==> config.mk <==
export PLATFORM = sky130hd
export DESIGN_NAME = player_link_receiver
export DESIGN_NICKNAME = d
export VERILOG_FILES = /design/src/rtl/player_link_pkg.sv /design/src/rtl/player_link_receiver_uart_rx.sv /design/src/rtl/player_link_receiver.sv
export SDC_FILE = /design/constraint.sdc
export NUM_CORES = 1
export LEC_CHECK = 0
export ABC_AREA = 1
export CORE_ASPECT_RATIO = 0.9
export CORE_MARGIN = 2
export CORE_UTILIZATION = 40
export DETAILED_ROUTE_END_ITERATION = 6
export PLACE_DENSITY = 0.56
export SLEW_MARGIN = 20
export SYNTH_ARGS = -nofsm -noshare
export SYNTH_HDL_FRONTEND = slang
export SYNTH_HIERARCHICAL = 1
export SYNTH_SLANG_ARGS = --single-unit
==> constraint.sdc <==
create_clock -name clk -period 2 [get_ports clk]
set_clock_uncertainty 0.15 [all_clocks]
set_input_delay 0.6 -clock clk [delete_from_list [all_inputs] [get_ports clk]]
set_output_delay 0.6 -clock clk [all_outputs]
set_load 0.03 [all_outputs]
==> src/rtl/player_link_pkg.sv <==
// ============================================================================
// Module      : player_link_pkg
// Description : Definitions shared by the player-link sender and receiver:
//               lane codes, player-state byte bit positions, the UART RX
//               state encoding and small byte-decode helpers.
// Revision    : 1.0 - initial release
// ============================================================================
`default_nettype none

package player_link_pkg;

    // Lane field bounds inside the player-state byte
    localparam int LANE_MSB = 3;
    localparam int LANE_LSB = 0;

    typedef logic [LANE_MSB-LANE_LSB:0] lane_field_t;

    // Lane codes; LANE_RESET is what the sender transmits from its RESET state
    localparam lane_field_t LANE_RESET   = 4'd0;
    localparam lane_field_t LANE1        = 4'd1;
    localparam lane_field_t LANE2        = 4'd2;
    localparam lane_field_t LANE3        = 4'd3;
    localparam lane_field_t LANE4        = 4'd4;
    localparam lane_field_t LANE5        = 4'd5;
    localparam lane_field_t LANE6        = 4'd6;
    localparam lane_field_t LANE_DEFAULT = 4'd3;

    // Player-state byte layout: {remote_reset, reserved, fire, type, lane[3:0]}
    localparam int BIT_RST  = 7;
    localparam int BIT_RSVD = 6;
    localparam int BIT_FIRE = 5;
    localparam int BIT_TYPE = 4;

    // UART receiver states, explicitly encoded
    typedef enum logic [1:0] {
        RX_IDLE  = 2'd0,
        RX_START = 2'd1,
        RX_DATA  = 2'd2,
        RX_STOP  = 2'd3
    } rx_state_t;

    // True for lane codes a sender may legally transmit
    function automatic logic lane_in_range(input lane_field_t f);
        logic ok;
        case (f)
            LANE_RESET, LANE1, LANE2, LANE3, LANE4, LANE5, LANE6: ok = 1'b1;
            default:                                              ok = 1'b0;
        endcase
        return ok;
    endfunction

    // Maps a lane code to the 3-bit game lane; the RESET code means "centre"
    function automatic logic [2:0] decode_lane(input lane_field_t f);
        logic [2:0] l;
        case (f)
            LANE1, LANE2, LANE3, LANE4, LANE5, LANE6: l = f[2:0];
            default:                                  l = LANE_DEFAULT[2:0];
        endcase
        return l;
    endfunction

    // A byte is usable when the reserved bit is clear and the lane is legal
    function automatic logic packet_ok(input logic [7:0] b);
        return (b[BIT_RSVD] == 1'b0) && lane_in_range(b[LANE_MSB:LANE_LSB]);
    endfunction

endpackage

`default_nettype wire

==> src/rtl/player_link_receiver_uart_rx.sv <==
// ============================================================================
// Module      : uart_rx_byte
// Description : 8N1 UART byte receiver. Synchronises the raw RX line, finds
//               the start bit, samples eight data bits LSB-first at bit
//               centres and checks the stop bit.
// Ports       : clk        - system clock, rising edge
//               clean_rst  - asynchronous active-high reset
//               rx_serial  - raw UART line, idle high, asynchronous
//               data       - last received byte (stable while idle)
//               byte_valid - one-cycle pulse, stop bit was high
//               frame_err  - one-cycle pulse, stop bit was low
// Revision    : 1.0 - initial release
// ============================================================================
`default_nettype none

module uart_rx_byte
    import player_link_pkg::*;
#(
    parameter int CLKS_PER_BIT = 10416
) (
    input  logic       clk,
    input  logic       clean_rst,
    input  logic       rx_serial,
    output logic [7:0] data,
    output logic       byte_valid,
    output logic       frame_err
);

    localparam int                  c_CNT_W    = $clog2(CLKS_PER_BIT);
    localparam logic [c_CNT_W-1:0]  c_BIT_LAST = c_CNT_W'(CLKS_PER_BIT - 1);
    localparam logic [c_CNT_W-1:0]  c_HALF     = c_CNT_W'((CLKS_PER_BIT - 1) / 2);

    rx_state_t          r_state;
    rx_state_t          w_state_nxt;
    logic [1:0]         r_sync;
    logic [1:0]         r_flush;
    logic               r_armed;
    logic               r_rx_prev;
    logic [c_CNT_W-1:0] r_baud;
    logic [2:0]         r_bit;
    logic [7:0]         r_shift;
    logic               r_byte_valid;
    logic               r_frame_err;

    logic               w_rx_s;
    logic               w_fall;
    logic               w_hit_half;
    logic               w_hit_bit;
    logic               w_baud_clr;
    logic               w_shift_en;
    logic               w_stop_sample;

    // Two-flop synchroniser, idle-high reset value
    always_ff @(posedge clk or posedge clean_rst) begin
        if (clean_rst) begin
            r_sync <= 2'b11;
        end else begin
            r_sync <= {r_sync[0], rx_serial};
        end
    end

    assign w_rx_s = r_sync[1];

    // The synchroniser's reset value is not a real observation of the line.
    // r_flush marks when rx_s carries a genuine sample; only a genuine high
    // arms start detection, so a frame caught mid-way by reset is ignored
    // until the line idles high and falls again.
    always_ff @(posedge clk or posedge clean_rst) begin
        if (clean_rst) begin
            r_flush   <= 2'b00;
            r_armed   <= 1'b0;
            r_rx_prev <= 1'b1;
        end else begin
            r_flush   <= {r_flush[0], 1'b1};
            r_rx_prev <= w_rx_s;
            if (r_flush[1] && w_rx_s) begin
                r_armed <= 1'b1;
            end
        end
    end

    assign w_fall     = r_armed & r_rx_prev & ~w_rx_s;
    assign w_hit_half = (r_baud == c_HALF);
    assign w_hit_bit  = (r_baud == c_BIT_LAST);

    // State register
    always_ff @(posedge clk or posedge clean_rst) begin
        if (clean_rst) begin
            r_state <= RX_IDLE;
        end else begin
            r_state <= w_state_nxt;
        end
    end

    // Next-state logic
    always_comb begin
        w_state_nxt = r_state;
        case (r_state)
            RX_IDLE: begin
                if (w_fall) begin
                    w_state_nxt = RX_START;
                end
            end
            RX_START: begin
                // High at mid start bit means the fall was only a glitch
                if (w_hit_half) begin
                    w_state_nxt = w_rx_s ? RX_IDLE : RX_DATA;
                end
            end
            RX_DATA: begin
                if (w_hit_bit && (r_bit == 3'd7)) begin
                    w_state_nxt = RX_STOP;
                end
            end
            RX_STOP: begin
                if (w_hit_bit) begin
                    w_state_nxt = RX_IDLE;
                end
            end
            default: w_state_nxt = RX_IDLE;
        endcase
    end

    // Output / datapath-control logic
    always_comb begin
        w_baud_clr    = 1'b1;
        w_shift_en    = 1'b0;
        w_stop_sample = 1'b0;
        case (r_state)
            RX_IDLE: begin
                w_baud_clr = 1'b1;
            end
            RX_START: begin
                w_baud_clr = w_hit_half;
            end
            RX_DATA: begin
                w_baud_clr = w_hit_bit;
                w_shift_en = w_hit_bit;
            end
            RX_STOP: begin
                w_baud_clr    = w_hit_bit;
                w_stop_sample = w_hit_bit;
            end
            default: begin
                w_baud_clr = 1'b1;
            end
        endcase
    end

    // Baud counter, bit counter, shift register and result pulses
    always_ff @(posedge clk or posedge clean_rst) begin
        if (clean_rst) begin
            r_baud       <= '0;
            r_bit        <= 3'd0;
            r_shift      <= 8'h00;
            r_byte_valid <= 1'b0;
            r_frame_err  <= 1'b0;
        end else begin
            r_baud <= w_baud_clr ? '0 : (r_baud + c_CNT_W'(1));

            if (r_state != RX_DATA) begin
                r_bit <= 3'd0;
            end else if (w_shift_en) begin
                r_bit <= r_bit + 3'd1;
            end

            if (w_shift_en) begin
                r_shift <= {w_rx_s, r_shift[7:1]};
            end

            r_byte_valid <= w_stop_sample &  w_rx_s;
            r_frame_err  <= w_stop_sample & ~w_rx_s;
        end
    end

    assign data       = r_shift;
    assign byte_valid = r_byte_valid;
    assign frame_err  = r_frame_err;

endmodule

`default_nettype wire

==> src/rtl/player_link_receiver.sv <==
// ============================================================================
// Module      : player_link_receiver
// Description : Decodes player-state bytes from the controller board's UART
//               into registered game controls, drops malformed bytes and
//               reports link loss through a watchdog.
// Ports       : clk             - system clock, rising edge
//               clean_rst       - asynchronous active-high reset
//               rx_serial       - raw UART line, idle high
//               lane            - current lane 1..6 (reset 3)
//               projectile_type - packet type bit
//               fire_pulse      - one-cycle pulse on a rising fire bit
//               remote_reset    - remote-reset bit of last valid packet
//               packet_strobe   - one-cycle pulse per accepted packet
//               bad_packet      - one-cycle pulse per rejected byte/frame
//               link_alive      - packets seen within TIMEOUT_CYCLES
// Revision    : 1.0 - initial release
// ============================================================================
`default_nettype none

module player_link_receiver
    import player_link_pkg::*;
#(
    parameter int CLKS_PER_BIT   = 10416,
    parameter int TIMEOUT_CYCLES = 50_000_000
) (
    input  logic       clk,
    input  logic       clean_rst,
    input  logic       rx_serial,
    output logic [2:0] lane,
    output logic       projectile_type,
    output logic       fire_pulse,
    output logic       remote_reset,
    output logic       packet_strobe,
    output logic       bad_packet,
    output logic       link_alive
);

    localparam int                 c_WD_W   = $clog2(TIMEOUT_CYCLES + 1);
    localparam logic [c_WD_W-1:0]  c_WD_MAX = c_WD_W'(TIMEOUT_CYCLES);

    logic [7:0]        w_data;
    logic              w_byte_valid;
    logic              w_frame_err;
    logic              w_pkt_ok;
    logic              w_accept;
    logic              w_reject;
    logic              w_wd_expired;

    logic [2:0]        r_lane;
    logic              r_type;
    logic              r_fire_pulse;
    logic              r_fire_prev;
    logic              r_remote_reset;
    logic              r_packet_strobe;
    logic              r_bad_packet;
    logic              r_link_alive;
    logic [c_WD_W-1:0] r_wd;

    uart_rx_byte #(
        .CLKS_PER_BIT (CLKS_PER_BIT)
    ) u_rx (
        .clk        (clk),
        .clean_rst  (clean_rst),
        .rx_serial  (rx_serial),
        .data       (w_data),
        .byte_valid (w_byte_valid),
        .frame_err  (w_frame_err)
    );

    assign w_pkt_ok     = packet_ok(w_data);
    assign w_accept     = w_byte_valid &  w_pkt_ok;
    assign w_reject     = w_frame_err | (w_byte_valid & ~w_pkt_ok);
    assign w_wd_expired = (r_wd == c_WD_MAX);

    always_ff @(posedge clk or posedge clean_rst) begin
        if (clean_rst) begin
            r_lane          <= decode_lane(LANE_RESET);
            r_type          <= 1'b0;
            r_fire_pulse    <= 1'b0;
            r_fire_prev     <= 1'b0;
            r_remote_reset  <= 1'b0;
            r_packet_strobe <= 1'b0;
            r_bad_packet    <= 1'b0;
            r_link_alive    <= 1'b0;
            r_wd            <= '0;
        end else begin
            r_packet_strobe <= w_accept;
            r_bad_packet    <= w_reject;
            r_fire_pulse    <= 1'b0;

            // An accept in the expiry cycle takes priority over the timeout
            if (w_accept) begin
                r_lane         <= decode_lane(w_data[LANE_MSB:LANE_LSB]);
                r_type         <= w_data[BIT_TYPE];
                r_remote_reset <= w_data[BIT_RST];
                r_fire_pulse   <= w_data[BIT_FIRE] & ~r_fire_prev;
                r_fire_prev    <= w_data[BIT_FIRE];
                r_link_alive   <= 1'b1;
                r_wd           <= '0;
            end else if (w_wd_expired) begin
                // Lost link: drop live controls, keep lane/type where they were
                r_link_alive   <= 1'b0;
                r_remote_reset <= 1'b0;
                r_fire_prev    <= 1'b0;
            end else begin
                r_wd <= r_wd + c_WD_W'(1);
            end
        end
    end

    assign lane            = r_lane;
    assign projectile_type = r_type;
    assign fire_pulse      = r_fire_pulse;
    assign remote_reset    = r_remote_reset;
    assign packet_strobe   = r_packet_strobe;
    assign bad_packet      = r_bad_packet;
    assign link_alive      = r_link_alive;

endmodule

`default_nettype wire

==> impl_metrics.csv <==
group,metric,value,unit
synthesis,yosys-top-cells-area,"dfrtp_1 42%, nand2_1 16%, nor2_1 8.5%",
hold_path,hp-class,"flop to flop",
synthesis,synth_area_per_cell,7.55,um2
hold_path,min_to,"u_rx/r_sync[1]",
critical_path,cp_slowest_cell,"dfrtp_1",
synthesis,yosysMostFrequentCell,"nand2_1",
grt,grt_pass1_wl,14100,um
sta,period_minus_slack,1.87,ns
critical_path,path_max_fanout,6,
sta,hold_viol,0,
sta,tns,0,ns
cells_and_area,drive_above_1_share,13.2,%
power_and_ir_drop,leakagePower,2.03,nW
cells_and_area,nets,549,
synthesis,ys_types,33,
cells_and_area,area_growth,11.6,%
sta,finalMaxSlewViolations,0,
routing,num_vias,3168,
sta,setup_viol,0,
critical_path,worstPathCellList,"ha_1, nand2_1, nor2_2, nand2_1, nor2_1, xnor2_1, nor2_1",
clocking,numCtsBuffers,9,
floorplan,die_x,109,um
floorplan,rows,34,
synthesis,synth_flop_cell,"dfrtp_1",
critical_path,r2r_cells,7,
clocking,cts_tree,"done",
clocking,clock_path_buffers,2,
grt,antenna_found_initial,0,
power_and_ir_drop,vdd_drop_max,0.538,mV
synthesis,ys_top_cells_by_count,"172 x nand2_1, 89 x nor2_1, 66 x dfrtp_1",
power_and_ir_drop,powerDensity,735,nW/um2
grt,grt.overflow.total,0,
clocking,post_cts_resized,11,
synthesis,yosysWarnings,6,
routing,drc,0,
cells_and_area,diodes,0,
synthesis,synthesis.area,3940,um2
clocking,hold_buffers,0,
synthesis,synth_edf_count,0,
grt,grt_max_degree,37,
grt,grt.total_usage,16.5,%
synthesis,netlist.area_leader.share,41.9,%
routing,ant_nets,0,
critical_path,criticalPathCategory,"flop to flop",
routing,first_iter_violations,137,
critical_path,r2r_start,"r_wd[1]",
critical_path,slowest_delay,0.40,ns
routing,detail_route.wl_per_cell,11.9,um
cells_and_area,fin_util,45.7,%
placed_design,port_buffers,11,
critical_path,critPathLaunchType,"flop",
sta,fmax,535,MHz
floorplan,floorplan.initialDensity,41.0,%
synthesis,syn_nets,531,
placed_design,place_congestion,0.836,
synthesis,async_flop_share,100,%
floorplan,fp.dieH,98.2,um
hold_path,min_path_cells,0,
floorplan,coreArea,9610,um2
sta,fin_crit_sh,93.4,%
sta,rsz0062_at_grt,"false",
critical_path,r2r_slack,0.13,ns
clocking,cts_sinks,71,
synthesis,yosysSeqAreaShare,45.3,%
critical_path,regToRegEndpoint,"r_wd[16]",
synthesis,syn_inst,522,
critical_path,end_kind,"flop",
placed_design,dp.final_hpwl,5790,um
routing,routed_wl,8000,um
clocking,clk_latency,0.35,ns
floorplan,die-area,10700,um2
grt,grt_pass1_vias,3061,
routing,viasPerCell,4.72,
synthesis,synth_top_area_cell,"dfrtp_1",
cells_and_area,fillers,972,
floorplan,io_pins,12,
clocking,post_cts_buffers,0,
critical_path,critPathArrivalTime,1.93,ns
job,maxCapViolations,0,
status,status,"finished, final reports clean",
hold_path,hold_start,"u_rx/r_sync[0]",
routing,first_pass_iters,4,
critical_path,crit_required,2.06,ns
clocking,path_clk_slew,0.09,ns
synthesis,ys_seq_elements,71,
clocking,htree_levels,3,
clocking,clockRootBuffer,"clkbuf_8",
## power breakdown
group | switching, mW | internal (mW) | total (mW)
clock | 0.553 | 0.701 | 1.25
sequential | 0.0811 | 1.49 | 1.57
combinational | 0.294 | 0.109 | 0.403
total | 0.927 | 2.30 | 3.23
## final cells by class
type | instances | area [um2] | share of cell area (%)
multi-input combinational | 391 | 1900 | 43.2
timing repair buffer | 14 | 139 | 3.16
inverter | 53 | 201 | 4.58
sequential | 71 | 1780 | 40.6
clock inverter | 6 | 86.3 | 1.96
clock buffer | 10 | 128 | 2.90
tap | 126 | 158 | 3.59
## critical path: cells and delay by family (launching register included)
family | cells | cell delay, ns
XOR/XNOR | 1 | 0.15
AND/OR/NAND/NOR | 5 | 0.74
flip-flops | 1 | 0.40
adder cells (fa/ha/maj) | 1 | 0.29
## routing by layer
| layer | vias up | GRT usage [%] | routed length [um] |
|---|---|---|---|
| met3 | 6 | 4.27 | 268 |
| met4 | 0 | 3.45 | 61 |
| met5 | - | 0 | 0 |
| li1 | 1648 | - | - |
| met2 | 41 | 27.6 | 3830 |
| met1 | 1473 | 21.5 | 3840 |
## per-stage QoR
step	area [um2]	hold WS, ns	power (mW)	setup WS [ns]	cells
3_5_place_dp	4200	0.193	2.01	0.0822	655
5_1_grt	4400	0.215	3.40	0.0163	671
2_1_floorplan	3940	0.181	2.00	0.402	522
3_3_place_gp	4200	0.183	2.00	0.0831	655
6_report	4400	0.207	3.23	0.132	671
4_1_cts	4400	0.208	3.27	0.00743	671
## kinds of logic (layout without fill, tap and decap cells)
family | Yosys count | in the layout | synth area share (%)
simple gates | 346 | 346 | 39.6
flops | 71 | 71 | 45.3
buf+inv | 60 | 83 | 6.57
compound gates | 24 | 24 | 3.46
xor+xnor | 14 | 14 | 3.11
fa+ha+maj | 6 | 6 | 1.91
other cells | 1 | 1 | 0.0952
## how the worst max path moves through the flow
stage / start / to / slack (ns) / cells past startpoint
floorplan: u_rx/r_baud[0] / u_rx/r_baud[2] / 0.40 / 9
global placement: lane[1] / lane[1] / 0.08 / 1
detailed placement: lane[1] / lane[1] / 0.08 / 1
CTS: lane[1] / lane[1] / 0.007 / 1
global route: r_wd[1] / r_wd[16] / 0.02 / 7
finish: r_wd[1] / r_wd[16] / 0.13 / 7
## state kept, by name (all words and copies together) (netlist names), named ones only
name	count
u_rx/r_rx_prev	1
u_rx/r_flush	2
u_rx/r_armed	1
packet_strobe	1
lane	3
r_fire_prev	1
projectile_type	1
u_rx/r_baud	14
r_wd	26
u_rx/frame_err	1
fire_pulse	1
bad_packet	1
u_rx/r_sync	2
link_alive	1
u_rx/r_bit	3
remote_reset	1
u_rx/data	8
u_rx/r_state	1
u_rx/byte_valid	1
## cell usage in the layout (no fill, tap or decap), types with 7 or more instances in the layout
cell,Yosys,final
clkbuf_8,0,9
nand2_2,6,7
a21oi_1,9,9
nand4_1,7,7
xor2_1,9,9
nand3_1,35,35
nor2_1,89,89
inv_1,44,44
nor2_4,14,14
dfrtp_1,66,66
o21ai_0,8,8
nand2_1,172,171
dlygate4sd2_1,0,7
nor2_2,12,12
Power figures use the tool's default switching activity.
